<file path="src/rtl/rv32i_pkg.sv">
// Shared types and widths for the rv32i memory-side blocks.
package rv32i_pkg;

  localparam int WORD_W = 32;
  localparam int ADDR_W = 30;

  typedef enum logic [1:0] {
    OWN_NONE  = 2'd0,
    OWN_FETCH = 2'd1,
    OWN_DATA  = 2'd2
  } resp_owner_t;

  // Who receives mem_rdata next cycle; a fetch flushed on its grant cycle is
  // never tracked, and stores produce no response.
  function automatic resp_owner_t next_owner(input logic fetch_gnt,
                                             input logic flush,
                                             input logic load_gnt);
    if (fetch_gnt && !flush) begin
      return OWN_FETCH;
    end else if (load_gnt) begin
      return OWN_DATA;
    end
    return OWN_NONE;
  endfunction

endpackage

</file>
<file path="src/rtl/rv32i_streakCounter.sv">
// Saturating counter of consecutive contested data grants; at_max forces the
// next contested cycle to the fetch port.
module rv32i_streakCounter #(
  parameter int MAX_DATA_STREAK = 4,
  parameter int STREAK_W        = 4
) (
  input  logic clk,
  input  logic reset,
  input  logic inc,
  input  logic clr,
  output logic at_max
);

  localparam logic [STREAK_W-1:0] MAX_C = STREAK_W'(MAX_DATA_STREAK);

  logic [STREAK_W-1:0] count;

  always_ff @(posedge clk or posedge reset) begin
    if (reset) begin
      count <= '0;
    end else if (clr) begin
      count <= '0;
    end else if (inc && (count != MAX_C)) begin
      count <= count + 1'b1;
    end
  end

  assign at_max = (count == MAX_C);

endmodule

</file>
<file path="src/rtl/rv32i_memarbiter.sv">
// Arbitrates the single-port instruction/data memory between fetch and
// load/store, routing the one-cycle-latency read data back to its requester.
module rv32i_memarbiter
  import rv32i_pkg::*;
#(
  parameter int MAX_DATA_STREAK = 4,
  parameter int STREAK_W        = 4
) (
  input  logic              clk,
  input  logic              reset,
  input  logic              if_req,
  input  logic [ADDR_W-1:0] if_addr,
  input  logic              if_flush,
  output logic              if_gnt,
  output logic              if_rvalid,
  output logic [WORD_W-1:0] if_rdata,
  input  logic              d_req,
  input  logic              d_we,
  input  logic [3:0]        d_be,
  input  logic [ADDR_W-1:0] d_addr,
  input  logic [WORD_W-1:0] d_wdata,
  output logic              d_gnt,
  output logic              d_rvalid,
  output logic [WORD_W-1:0] d_rdata,
  output logic              mem_en,
  output logic              mem_we,
  output logic [3:0]        mem_be,
  output logic [ADDR_W-1:0] mem_addr,
  output logic [WORD_W-1:0] mem_wdata,
  input  logic [WORD_W-1:0] mem_rdata
);

  resp_owner_t resp_owner;
  logic        streak_max;
  logic        if_gnt_c;
  logic        d_gnt_c;

  // Data wins contention unless its streak has hit the limit.
  always_comb begin
    if_gnt_c = 1'b0;
    d_gnt_c  = 1'b0;
    if (!reset) begin
      if (d_req && if_req) begin
        if (streak_max) begin
          if_gnt_c = 1'b1;
        end else begin
          d_gnt_c = 1'b1;
        end
      end else if (d_req) begin
        d_gnt_c = 1'b1;
      end else if (if_req) begin
        if_gnt_c = 1'b1;
      end
    end
  end

  assign if_gnt = if_gnt_c;
  assign d_gnt  = d_gnt_c;
  assign mem_en = if_gnt_c | d_gnt_c;

  always_comb begin
    mem_we    = 1'b0;
    mem_be    = 4'b0000;
    mem_addr  = '0;
    mem_wdata = '0;
    if (d_gnt_c) begin
      mem_we    = d_we;
      mem_be    = d_be;
      mem_addr  = d_addr;
      mem_wdata = d_wdata;
    end else if (if_gnt_c) begin
      mem_be   = 4'b1111;
      mem_addr = if_addr;
    end
  end

  rv32i_streakCounter #(
    .MAX_DATA_STREAK(MAX_DATA_STREAK),
    .STREAK_W       (STREAK_W)
  ) u_streak (
    .clk   (clk),
    .reset (reset),
    .inc   (d_gnt_c & if_req),
    .clr   (if_gnt_c | ~if_req),
    .at_max(streak_max)
  );

  // Grant stage -> response stage
  always_ff @(posedge clk or posedge reset) begin
    if (reset) begin
      resp_owner <= OWN_NONE;
    end else begin
      resp_owner <= next_owner(if_gnt_c, if_flush, d_gnt_c & ~d_we);
    end
  end

  assign if_rvalid = ~reset & (resp_owner == OWN_FETCH) & ~if_flush;
  assign d_rvalid  = ~reset & (resp_owner == OWN_DATA);
  assign if_rdata  = mem_rdata;
  assign d_rdata   = mem_rdata;

endmodule

</file>
<file path="config.mk">
export PLATFORM = sky130hd
export DESIGN_NAME = rv32i_memarbiter
export DESIGN_NICKNAME = d
export VERILOG_FILES = /design/src/rtl/rv32i_pkg.sv /design/src/rtl/rv32i_streakCounter.sv /design/src/rtl/rv32i_memarbiter.sv
export SDC_FILE = /design/constraint.sdc
export NUM_CORES = 1
export LEC_CHECK = 0
export BUFFER_PORTS_ARGS = -buffer_cell sky130_fd_sc_hd__buf_4
export CAP_MARGIN = 20
export CORE_AREA = 3 3 103 105
export CTS_BUF_LIST = sky130_fd_sc_hd__clkbuf_4 sky130_fd_sc_hd__clkbuf_8 sky130_fd_sc_hd__clkbuf_16
export CTS_CLUSTER_SIZE = 12
export DETAILED_ROUTE_END_ITERATION = 10
export DIE_AREA = 0 0 106 108
export PLACE_DENSITY = 0.61
export SYNTH_ARGS = -nofsm -noshare
export SYNTH_HDL_FRONTEND = slang
export SYNTH_SLANG_ARGS = --single-unit
</file>
<file path="constraint.sdc">
create_clock -name clk -period 2.4 [get_ports clk]
set_input_delay 0.48 -clock clk [delete_from_list [all_inputs] [get_ports clk]]
set_output_delay 0.48 -clock clk [all_outputs]
set_load 0.01 [all_outputs]
</file>
==> results.json <==
{
  "antenna_found_initial": 0,
  "fin_worst_skew_ns": 0.00312,
  "start_util": 0.150,
  "power_density_nw_per_um2": 251,
  "ir_drop_mv": 0.102,
  "setup-violations-final": 0,
  "drt_first_pass_iters": 4,
  "numCtsBuffers": 3,
  "clkSinkCount": 6,
  "synth_ff_type": "dfrtp_1",
  "synthDistinctLibCells": 30,
  "yosysTopAreaCell": "buf_4",
  "dieWidth_um": 106,
  "fin_nets": 430,
  "cts_tree": "done",
  "reg2regPathDepth": 5,
  "ios": 270,
  "rows": 36,
  "hold_viol": 0,
  "synth-warning-count": 0,
  "finalMaxSlewViolations": 0,
  "tightestPinTransition_ns": 0.345,
  "power_mw": 0.612,
  "startpoint": "u_streak.count[1]",
  "vias_per_cell": 4.12,
  "netlist_area_um2": 1460,
  "drc_errors": 0,
  "dieArea_um2": 11400,
  "hp-class": "in2async",
  "grt_pass1_wl_mm": 8.32,
  "status": "completed",
  "avgSynthCellArea_um2": 7.67,
  "crit_fanout": 31,
  "critPathCaptureType": "primary output",
  "globalplace.congestion": 0.694,
  "clkLatencyLatePin_ns": 0.22,
  "cp-start-kind": "flop",
  "yosys.area.top_type_share": 0.330,
  "slew_headroom": 0.770,
  "synth-seq-area-share": 0.103,
  "synth_edf_count": 0,
  "worstPathRequired_ns": 1.92,
  "area_growth_pct": 67.8,
  "wl_per_cell_um": 14.0,
  "arrival_ns": 1.79,
  "timing.final.crit_share": 0.946,
  "fmax_mhz": 441,
  "coreArea_um2": 9730,
  "die_h_um": 108,
  "hpwlAfterDp_mm": 4.96,
  "synthTopCellsByArea": "buf_4 (33%), a22o_1 (18%), and3_1 (14%), dfrtp_1 (10%), buf_6 (3.1%)",
  "setup_tns_ns": 0,
  "clockRootBuffer": "clkbuf_8",
  "async_flop_share": 1.00,
  "io_buffers": 173,
  "grt_usage": 0.0898,
  "ant_nets": 0,
  "rsz0062_at_grt": "false",
  "synthCells": 190,
  "cts.htree.levels": 1,
  "vias": 1750,
  "n_antenna_cell": 0,
  "r2r_start": "u_streak.count[1]",
  "ys_ff_latch": 6,
  "grt_pass1_vias": 1688,
  "grt_overflow": 0,
  "clk_pin_slew_worst_paths_ns": 0.04,
  "clockBufferDepth": 2,
  "max_cap_violations": 0,
  "p_leak_nw": 1.38,
  "nFillCells": 1073,
  "grt_start_max_net_pins": 35,
  "wirelength_mm": 5.94,
  "synth_nets": 326,
  "drive_above_1_share": 0.630,
  "crit_type": "reg2out",
  "layout_min_cycle_time_ns": 2.27,
  "first_iter_violations": 76
}
logic make-up (layout without fill, tap and decap cells):
logic type / after synthesis / after routing / synth area share
buffers and inverters: 85 / 187 / 0.408
AND/OR/NAND/NOR: 56 / 56 / 0.244
AO/OA/AOI/OAI: 41 / 41 / 0.228
flip-flops: 6 / 6 / 0.103
adder cells (fa/ha/maj): 2 / 2 / 0.0172
power by group:
group,switching [mW],internal (mW)
clock network,0.0436,0.108
logic,0.135,0.220
registers,0.00162,0.104
timing repair:
action                     CTS  global route
hold buffers                 0             0
setup buffers                0             1
gates resized for setup      1             3
setup endpoints to repair    6            30
sequential cells by signal, summed over array words and instances (netlist names):
signal	count
resp_owner	2
u_streak.count	4
cells in the final DEF (no fill, tap or decap), types with 2 or more instances in the layout:
| cell | instances |
|---|---|
| buf_4 | 177 |
| and3_1 | 33 |
| a22o_1 | 30 |
| inv_1 | 6 |
| nand2_1 | 6 |
| dfrtp_1 | 6 |
| a21oi_1 | 5 |
| nor2_1 | 3 |
| clkbuf_8 | 3 |
| nand3_1 | 2 |
| o32ai_1 | 2 |
| nor2b_1 | 2 |
metal layers:
metal  share of wire  up-vias  global-route usage
li1                -      818                   -
met4           0.031        0              0.0444
met5               0        -                   0
met1            0.36      785              0.0948
met2            0.50      127               0.160
met3            0.11       20              0.0304
cell usage after synthesis (2+ instances only):
cell type,instances
a21oi_1,5
a22o_1,30
and3_1,33
buf_2,4
buf_4,64
buf_6,4
clkbuf_1,6
dfrtp_1,6
ha_1,2
inv_1,6
nand2_1,6
nand3_1,2
nor2_1,3
nor2b_1,2
o32ai_1,2
worst max-delay path: stages, from the launching register on:
cell     delay [ns]
dfrtp_1        0.36
inv_1          0.07
ha_2           0.20
and4b_1        0.20
o21a_1         0.22
buf_12         0.17
a22o_1         0.20
buf_4          0.14
final cells by class:
type                            instances  area [um2]  share of cell area
Clock buffer                            3        41.3              0.0169
Inverter                                6        22.5             0.00922
Multi-Input combinational cell         99         714               0.292
Sequential cell                         6         150              0.0614
Tap cell                              133         166              0.0681
Timing Repair Buffer                  178        1350               0.552
through the flow:
| stage | setup slack, ns | cell area (um2) | hold slack, ns | instances | utilization |
|---|---|---|---|---|---|
| 3_5_place_dp | 0.222 | 2380 | 0.532 | 421 | 0.245 |
| 6_report | 0.130 | 2440 | 0.326 | 425 | 0.251 |
| 3_3_place_gp | 0.262 | 2380 | 0.522 | 421 | 0.245 |
| 2_1_floorplan | 0.435 | 1460 | 0.296 | 190 | - |
| 4_1_cts | 0.0308 | 2420 | 0.325 | 424 | 0.249 |
| 5_1_grt | 0.0358 | 2440 | 0.336 | 425 | 0.251 |
worst paths after layout:
check / to / slack (ns)
worst max register to register: resp_owner[1] / 1.04
worst min-delay path: u_streak.count[1] / 0.33
max in group asynchronous: u_streak.count[2] / 1.95
min in group clk: resp_owner[0] / 0.42
worst min register to register: u_streak.count[3] / 0.55
worst max-delay path: mem_addr[17] / 0.13
Note: power is estimated with default switching activity, not from simulation.
